[src/rtl/exe_stage.sv]
`default_nettype none
// +----------------------------------------------------------------------+
// | Module   : exe_stage                                                 |
// | Brief    : Execute stage. Single-cycle ALU plus an optional          |
// |            iterative MUL/DIVU/REMU unit. Result, rd and write-back   |
// |            enable are registered towards MEM.                        |
// |            Build macro MULDIV_EN: when defined the iterative unit    |
// |            and its IDLE/BUSY/DONE FSM are built; when undefined ops  |
// |            11-13 produce 0 in a single cycle.                        |
// | Revision : 1.0  initial release                                      |
// +----------------------------------------------------------------------+
module exe_stage #(
    parameter int XLEN    = 32,
    parameter int MD_STEP = 1
) (
    input  logic            clk,
    input  logic            rst,
    input  logic            valid_ex,
    input  logic            wb_en_ex,
    input  logic [4:0]      rd_addr_ex,
    input  logic [XLEN-1:0] imm_ex,
    input  logic [XLEN-1:0] rs1_data_ex,
    input  logic [XLEN-1:0] rs2_data_ex,
    input  logic            use_imm_ex,
    input  logic [3:0]      alu_op_ex,
    input  logic            flush,
    input  logic            mem_stall,
    output logic            stall_ex,
    output logic            valid_mem,
    output logic            wb_en_mem,
    output logic [4:0]      rd_addr_mem,
    output logic [XLEN-1:0] alu_out_mem
);

    localparam logic [3:0] c_op_add   = 4'd0;
    localparam logic [3:0] c_op_sub   = 4'd1;
    localparam logic [3:0] c_op_sll   = 4'd2;
    localparam logic [3:0] c_op_slt   = 4'd3;
    localparam logic [3:0] c_op_sltu  = 4'd4;
    localparam logic [3:0] c_op_xor   = 4'd5;
    localparam logic [3:0] c_op_srl   = 4'd6;
    localparam logic [3:0] c_op_sra   = 4'd7;
    localparam logic [3:0] c_op_or    = 4'd8;
    localparam logic [3:0] c_op_and   = 4'd9;
    localparam logic [3:0] c_op_passb = 4'd10;
    localparam logic [3:0] c_op_mul   = 4'd11;
    localparam logic [3:0] c_op_divu  = 4'd12;
    localparam logic [3:0] c_op_remu  = 4'd13;

    // Only 1 or 2 result bits per iteration are supported by the step logic
    if ((MD_STEP != 1) && (MD_STEP != 2)) begin : g_md_step_check
        $error("exe_stage: MD_STEP must be 1 or 2");
    end

    logic [XLEN-1:0] w_op_b;
    logic [XLEN-1:0] w_alu_res;
    logic            w_wb_req;

    // Interface between the (optional) iterative unit and the output register
    logic            w_md_hold;
    logic            w_md_done;
    logic            w_md_wb;
    logic [4:0]      w_md_rd;
    logic [XLEN-1:0] w_md_res;

    logic            r_valid_q, w_valid_d;
    logic            r_wb_en_q, w_wb_en_d;
    logic [4:0]      r_rd_q,    w_rd_d;
    logic [XLEN-1:0] r_alu_q,   w_alu_d;

    assign w_op_b   = use_imm_ex ? imm_ex : rs2_data_ex;
    assign w_wb_req = wb_en_ex & valid_ex & (rd_addr_ex != 5'd0);

    // Single-cycle ALU; shift amounts come from B[4:0]
    always_comb begin
        w_alu_res = '0;
        case (alu_op_ex)
            c_op_add:   w_alu_res = rs1_data_ex + w_op_b;
            c_op_sub:   w_alu_res = rs1_data_ex - w_op_b;
            c_op_sll:   w_alu_res = rs1_data_ex << w_op_b[4:0];
            c_op_slt:   w_alu_res = {{(XLEN-1){1'b0}}, ($signed(rs1_data_ex) < $signed(w_op_b))};
            c_op_sltu:  w_alu_res = {{(XLEN-1){1'b0}}, (rs1_data_ex < w_op_b)};
            c_op_xor:   w_alu_res = rs1_data_ex ^ w_op_b;
            c_op_srl:   w_alu_res = rs1_data_ex >> w_op_b[4:0];
            c_op_sra:   w_alu_res = $unsigned($signed(rs1_data_ex) >>> w_op_b[4:0]);
            c_op_or:    w_alu_res = rs1_data_ex | w_op_b;
            c_op_and:   w_alu_res = rs1_data_ex & w_op_b;
            c_op_passb: w_alu_res = w_op_b;
`ifdef MULDIV_EN
            // Division by zero bypasses the iterative unit
            c_op_divu:  w_alu_res = '1;
            c_op_remu:  w_alu_res = rs1_data_ex;
`endif
            default:    w_alu_res = '0;
        endcase
    end

`ifdef MULDIV_EN
    localparam int                 c_iters    = XLEN / MD_STEP;
    localparam int                 c_cnt_w    = $clog2(c_iters + 1);
    localparam logic [c_cnt_w-1:0] c_cnt_load = c_cnt_w'(c_iters);
    localparam logic [c_cnt_w-1:0] c_cnt_last = c_cnt_w'(1);
    localparam logic [1:0]         c_kind_mul  = 2'd0;
    localparam logic [1:0]         c_kind_divu = 2'd1;
    localparam logic [1:0]         c_kind_remu = 2'd2;

    typedef enum logic [1:0] {
        S_IDLE = 2'd0,
        S_BUSY = 2'd1,
        S_DONE = 2'd2
    } md_state_t;

    md_state_t          r_state_q, w_state_d;
    logic [c_cnt_w-1:0] r_cnt_q,   w_cnt_d;
    // MUL: a = multiplicand, b = multiplier, acc = product
    // DIV: a = dividend shifting out / quotient shifting in, b = divisor, acc = remainder
    logic [XLEN-1:0]    r_a_q,     w_a_d;
    logic [XLEN-1:0]    r_b_q,     w_b_d;
    logic [XLEN-1:0]    r_acc_q,   w_acc_d;
    logic [1:0]         r_kind_q,  w_kind_d;
    logic [4:0]         r_md_rd_q, w_md_rd_d;
    logic               r_md_wb_q, w_md_wb_d;

    logic               w_is_md;
    logic               w_div0;
    logic               w_md_start;
    logic [1:0]         w_kind_new;
    logic [XLEN-1:0]    w_a_step;
    logic [XLEN-1:0]    w_b_step;
    logic [XLEN-1:0]    w_acc_step;
    logic [XLEN:0]      w_rem_ext;

    assign w_is_md    = (alu_op_ex == c_op_mul) || (alu_op_ex == c_op_divu) ||
                        (alu_op_ex == c_op_remu);
    assign w_div0     = ((alu_op_ex == c_op_divu) || (alu_op_ex == c_op_remu)) &&
                        (w_op_b == '0);
    assign w_md_start = (r_state_q == S_IDLE) && valid_ex && w_is_md && !w_div0 && !flush;
    assign w_kind_new = (alu_op_ex == c_op_mul)  ? c_kind_mul  :
                        (alu_op_ex == c_op_divu) ? c_kind_divu : c_kind_remu;

    // MD_STEP iterations of shift-add multiply or restoring divide
    always_comb begin
        w_a_step   = r_a_q;
        w_b_step   = r_b_q;
        w_acc_step = r_acc_q;
        w_rem_ext  = '0;
        for (int i = 0; i < MD_STEP; i++) begin
            if (r_kind_q == c_kind_mul) begin
                if (w_b_step[0]) begin
                    w_acc_step = w_acc_step + w_a_step;
                end
                w_a_step = w_a_step << 1;
                w_b_step = w_b_step >> 1;
            end else begin
                w_rem_ext = {w_acc_step, w_a_step[XLEN-1]};
                w_a_step  = w_a_step << 1;
                if (w_rem_ext >= {1'b0, w_b_step}) begin
                    w_rem_ext   = w_rem_ext - {1'b0, w_b_step};
                    w_a_step[0] = 1'b1;
                end
                w_acc_step = w_rem_ext[XLEN-1:0];
            end
        end
    end

    // FSM next state: accept, iterate, then wait for MEM to take the result
    always_comb begin
        w_state_d = r_state_q;
        w_cnt_d   = r_cnt_q;
        w_a_d     = r_a_q;
        w_b_d     = r_b_q;
        w_acc_d   = r_acc_q;
        w_kind_d  = r_kind_q;
        w_md_rd_d = r_md_rd_q;
        w_md_wb_d = r_md_wb_q;
        if (flush) begin
            w_state_d = S_IDLE;
            w_cnt_d   = '0;
        end else begin
            case (r_state_q)
                S_IDLE: begin
                    if (w_md_start) begin
                        w_state_d = S_BUSY;
                        w_cnt_d   = c_cnt_load;
                        w_a_d     = rs1_data_ex;
                        w_b_d     = w_op_b;
                        w_acc_d   = '0;
                        w_kind_d  = w_kind_new;
                        w_md_rd_d = rd_addr_ex;
                        w_md_wb_d = wb_en_ex && (rd_addr_ex != 5'd0);
                    end
                end
                S_BUSY: begin
                    w_a_d   = w_a_step;
                    w_b_d   = w_b_step;
                    w_acc_d = w_acc_step;
                    w_cnt_d = r_cnt_q - c_cnt_last;
                    if (r_cnt_q == c_cnt_last) begin
                        w_state_d = S_DONE;
                    end
                end
                S_DONE: begin
                    if (!mem_stall) begin
                        w_state_d = S_IDLE;
                    end
                end
                default: w_state_d = S_IDLE;
            endcase
        end
    end

    // Iterative unit state registers
    always_ff @(posedge clk) begin
        if (rst) begin
            r_state_q <= S_IDLE;
            r_cnt_q   <= '0;
            r_a_q     <= '0;
            r_b_q     <= '0;
            r_acc_q   <= '0;
            r_kind_q  <= '0;
            r_md_rd_q <= '0;
            r_md_wb_q <= 1'b0;
        end else begin
            r_state_q <= w_state_d;
            r_cnt_q   <= w_cnt_d;
            r_a_q     <= w_a_d;
            r_b_q     <= w_b_d;
            r_acc_q   <= w_acc_d;
            r_kind_q  <= w_kind_d;
            r_md_rd_q <= w_md_rd_d;
            r_md_wb_q <= w_md_wb_d;
        end
    end

    assign w_md_hold = w_md_start || (r_state_q == S_BUSY);
    assign w_md_done = (r_state_q == S_DONE);
    assign w_md_wb   = r_md_wb_q;
    assign w_md_rd   = r_md_rd_q;
    assign w_md_res  = (r_kind_q == c_kind_divu) ? r_a_q : r_acc_q;
    // A flush releases the pipeline even in the middle of an iteration
    assign stall_ex  = mem_stall || w_md_start || (!flush && (r_state_q == S_BUSY));
`else
    assign w_md_hold = 1'b0;
    assign w_md_done = 1'b0;
    assign w_md_wb   = 1'b0;
    assign w_md_rd   = '0;
    assign w_md_res  = '0;
    assign stall_ex  = mem_stall;
`endif

    // EXE/MEM register next value: hold on mem_stall, bubble when nothing completes
    always_comb begin
        w_valid_d = r_valid_q;
        w_wb_en_d = r_wb_en_q;
        w_rd_d    = r_rd_q;
        w_alu_d   = r_alu_q;
        if (!mem_stall) begin
            if (flush || w_md_hold) begin
                w_valid_d = 1'b0;
                w_wb_en_d = 1'b0;
            end else if (w_md_done) begin
                w_valid_d = 1'b1;
                w_wb_en_d = w_md_wb;
                w_rd_d    = w_md_rd;
                w_alu_d   = w_md_res;
            end else begin
                w_valid_d = valid_ex;
                w_wb_en_d = w_wb_req;
                w_rd_d    = rd_addr_ex;
                w_alu_d   = w_alu_res;
            end
        end
    end

    // EXE/MEM output register
    always_ff @(posedge clk) begin
        if (rst) begin
            r_valid_q <= 1'b0;
            r_wb_en_q <= 1'b0;
            r_rd_q    <= '0;
            r_alu_q   <= '0;
        end else begin
            r_valid_q <= w_valid_d;
            r_wb_en_q <= w_wb_en_d;
            r_rd_q    <= w_rd_d;
            r_alu_q   <= w_alu_d;
        end
    end

    assign valid_mem   = r_valid_q;
    assign wb_en_mem   = r_wb_en_q;
    assign rd_addr_mem = r_rd_q;
    assign alu_out_mem = r_alu_q;

endmodule
`default_nettype wire
[config.mk]
export PLATFORM = sky130hd
export DESIGN_NAME = exe_stage
export DESIGN_NICKNAME = d
export VERILOG_FILES = /design/src/rtl/exe_stage.sv
export SDC_FILE = /design/constraint.sdc
export NUM_CORES = 1
export LEC_CHECK = 0
export ABC_AREA = 1
export CAP_MARGIN = 20
export CORE_UTILIZATION = 59
export DETAILED_ROUTE_END_ITERATION = 16
export GPL_TIMING_DRIVEN = 0
export PLACE_DENSITY_LB_ADDON = 0.12
export SYNTH_ARGS = -nofsm -noshare
export SYNTH_HDL_FRONTEND = slang
export SYNTH_SLANG_ARGS = --single-unit
[constraint.sdc]
create_clock -name clk -period 4.08 [get_ports clk]
set_input_delay 0.816 -clock clk [delete_from_list [all_inputs] [get_ports clk]]
set_output_delay 0.816 -clock clk [all_outputs]
set_load 0.005 [all_outputs]
==> run metrics, run 1 <==
largest net degree at the start of global routing 14; clock buffer depth 2; global-route wire length before repair 102000 um; dpl cell area 0.0137 mm^2; Halt Stage 5_1_grt; Synth Flop Type dfxtp_1; row count 51; synth unique cells 42; initial core utilization 60.4%; Die Y 144 um; sequential fraction of the synthesis area 6.60%; Post-synth ARST share 0%; Syn Area/Cell 5.06 um^2; TritonCTS Buffers 5; number of synthesized flops with an enable pin 0; GRT Total Usage 67.1%; synthesized flop and latch total 39; HPWL Detailed 47200 um; DIE WIDTH 144 um; H-tree levels 2; vias in the first global route 17.6k; Final GP Congestion 1.36; post-synthesis cell area 0.0118 mm^2; I/O pin count 152; post-synth top area share 24.0%; number of port buffers 150; # hold bufs at CTS 0; CTS sink count 39; worst slack, placed -1.26 ns; status aborted with a tool error; Root Buffer clkbuf_16; Syn Nets 2552; Stop Error [ERROR GRT-0116] Global routing finished with congestion. Check the congestion regions in the DRC Viewer.; yosys warns 0; count leader, synth nand2_1; synth top area cells nand2_1, nand3_1, ha_1, inv_1, dfxtp_1; Mapped Cells 2338; top post-synthesis cells by count nand2_1, nand3_1, inv_1, nor2_1, a21oi_1; largest area contributor in the netlist nand2_1; grt ovf 7; Setup Buffers After CTS 0; dpl cells 2753
[cell families after synthesis]
kind of cell / Yosys count / synth area share (%)
and+or+nand+nor: 1505 / 54.4
buffers and inverters: 372 / 12.7
AOI/OAI and AO/OA: 318 / 15.2
adders and majority gates: 102 / 10.9
DFF: 39 / 6.60
xor gates and xnor gates: 2 / 0.148
[metrics by stage]
stage	util, %	hold WS [ns]
global placement	69.8	0.446
detailed placement	69.8	0.454
floorplan	-	0.453
CTS	70.9	0.463
[timing repair]
item | CTS
hold endpoints to repair | 0
endpoints found under the setup margin | 31
pin swaps | 0
gates resized for setup | 26
[routing by layer]
layer  GRT usage (%)  overflow
met5            33.3         0
met4            54.7         3
met3            56.7         0
met2            80.5         4
met1            70.1         0
==> inputs of run 2 (changes only) <==
--- a/config.mk
+++ b/config.mk
@@ -7,10 +7,10 @@
 export LEC_CHECK = 0
 export ABC_AREA = 1
 export CAP_MARGIN = 20
-export CORE_UTILIZATION = 59
+export CORE_UTILIZATION = 40
 export DETAILED_ROUTE_END_ITERATION = 16
 export GPL_TIMING_DRIVEN = 0
-export PLACE_DENSITY_LB_ADDON = 0.12
+export PLACE_DENSITY_LB_ADDON = 0.15
 export SYNTH_ARGS = -nofsm -noshare
 export SYNTH_HDL_FRONTEND = slang
 export SYNTH_SLANG_ARGS = --single-unit
==> run 2 against run 1 <==
- the flow now finishes without violations
- synthesized cell count did not move
- area after synthesis did not move
==> run metrics, run 2 <==
Mapped Cells 2338; Clock Latency Late Sink 0.29 ns; per-cell routed wire length 24.6 um; status finished, final reports clean; DRC 0; Pre-antenna DRT Iters 7; TritonCTS Buffers 5; CP peak stage delay 0.77 ns; final std cells w/o fill 2864; setup violators final 0; # Max-Cap Violations 0; WP buf/inv 4; Syn Area/Cell 5.06 um^2; setup ws final 0.00367 ns; global-route wire length before repair 102000 um; synth unique cells 42; RSZ-0062 raised after global routing true; synthesized flop and latch total 39; number of port buffers 150; via/cell ratio 6.16; Nets 2692; Worst-Margin Slew 0.961 ns; slowest CP cell clkbuf_1; largest net degree at the start of global routing 21; Syn Nets 2552; HPWL Detailed 58700 um; CP Launch Type input pin; Final GP Congestion 1.15; fin crit period 4.08 ns; vias in the first global route 16.2k; grt ovf 0; yosys warns 0; P&R area growth vs syn 20.3%; Cell Pwr Density 217 mW/mm^2; Slew Viols, Final 0; DIE WIDTH 174 um; post-synth top area share 24.0%; CTS sink count 39; WS Path Type in2reg; commonest non-fill, non-tap cell in the layout nand2_1; fin area 0.0142 mm^2; Arrival @ worst endpoint 4.23 ns; Max-slew headroom 35.9%; CP required 4.23 ns; final worst clock skew 0 ns; sequential fraction of the synthesis area 6.60%; Top cell by count, worst path nand2_1; largest area contributor in the netlist nand2_1; die area 0.0303 mm^2; Initial DRC Count 2513; row count 62; clock slew at reported path FFs 0.06 ns; Synth Flop Type dfxtp_1; Placeable Area 0.0289 mm^2; Max Clock Freq 245 MHz; DR vias 17.6k; Root Buffer clkbuf_16; worst slack, placed -1.48 ns; top post-synthesis cells by count nand2_1, nand3_1, inv_1, nor2_1, a21oi_1; Tcrit/Tclk final 99.9%; internal reg-to-reg setup slack 3.44 ns; initial antenna violation count 3; worst hold-check path type reg2reg; dpl cell area 0.0138 mm^2; dpl cells 2873; Largest register FFs 32; family with the most delay on the worst path buffers and inverters; number of synthesized flops with an enable pin 0; H-tree levels 2; critical path fanouts, max 10; Post-synth ARST share 0%; worst-path cell chain clkdlybuf4s50_1, inv_1, nand2_1, inv_1, nand2_1, clkbuf_1, o22ai_1, nor2_1, nand3_1, nor2_1, nand3_1, nand2_1, a21oi_1; final WL 70600 um; initial core utilization 40.9%; I/O pin count 152; Leak 0.00698 uW; ANT nets after route 0; count leader, synth nand2_1; TritonCTS clock tree built; Hold Fails Final Rpt 0; GRT Total Usage 45.2%; commonest cells after routing, fill and taps aside nand2_1, nand3_1, inv_1; worst vdd ir 0.148 mV; Crit. End Element flop; post-synthesis cell area 0.0118 mm^2; synth top area cells nand2_1, nand3_1, ha_1, inv_1, dfxtp_1; share of layout cells above drive strength 1 6.62%; clock buffer depth 2; Die Y 174 um
run 2: cell counts after synthesis:
Identical to the previous run, type by type.
run 2: worst reg2reg max path, stage by stage, from the launching register on:
cell and delay, ns:
dfxtp_1 0.35, nand2_1 0.07, a21oi_1 0.15
run 2: kinds of logic after synthesis:
logic type                 Yosys count  synth area share, %
xor gates and xnor gates             2                0.148
DFF                                 39                 6.60
and+or+nand+nor                   1505                 54.4
buffers and inverters              372                 12.7
adders and majority gates          102                 10.9
AOI/OAI and AO/OA                  318                 15.2
run 2: layer usage:
metal  up-vias  global-route usage (%)  wire length [um]
met4         2                    32.6              6260
li1       7972                       -                 -
met2      1274                    71.1             30300
met3       333                    9.78              8030
met5         -                       0                13
met1      8065                    54.4             26000
run 2: where the power goes:
| group | switching (uW) | internal (uW) | total (uW) | leakage (uW) |
|---|---|---|---|---|
| clock network | 161 | 304 | 465 | 0.0000869 |
| registers | 9.38 | 399 | 409 | 0.000317 |
| logic | 1550 | 665 | 2220 | 0.00658 |
| total | 1720 | 1370 | 3090 | 0.00698 |
run 2: per-stage QoR:
step	power, uW	setup TNS (ns)	util, %	hold WS, ns
floorplan	1660	0	-	0.453
global route	3250	-0.0682	49.2	0.476
global placement	2450	-31.45	47.7	0.444
CTS	2950	-0.00467	48.6	0.455
detailed placement	2460	-33.18	47.8	0.447
finish	3090	0	49.2	0.455
run 2: area by class of cell:
type | count | area [um^2]
fill | 3250 | 14700
multi-input combinational | 1927 | 9800
timing repair buffer | 151 | 1510
inverter | 257 | 965
sequential | 39 | 781
buffer | 97 | 519
tap | 384 | 480
clock buffer | 6 | 139
clock inverter | 2 | 35.0
antenna | 1 | 2.50
run 2: final timing paths:
kind | from | to | cells after the start
max | alu_op_ex[0] | alu_out_mem[28]$_SDFFE_PP0P_ | 13
min | wb_en_mem$_SDFFE_PP0N_ | wb_en_mem$_SDFFE_PP0N_ | 2
max reg2reg | alu_out_mem[2]$_SDFFE_PP0P_ | alu_out_mem[2]$_SDFFE_PP0P_ | 2
min reg2reg | wb_en_mem$_SDFFE_PP0N_ | wb_en_mem$_SDFFE_PP0N_ | 2
run 2: timing repair:
item | in CTS | in global routing
cloned | 0 | 0
pin swaps | 1 | 3
endpoints found under the setup margin | 31 | 30
endpoints found under the hold margin | 0 | 0
buffers inserted | 0 | 0
resized for setup | 40 | 67
hold buffers | 0 | 0
(Power assumes the default switching activity.)
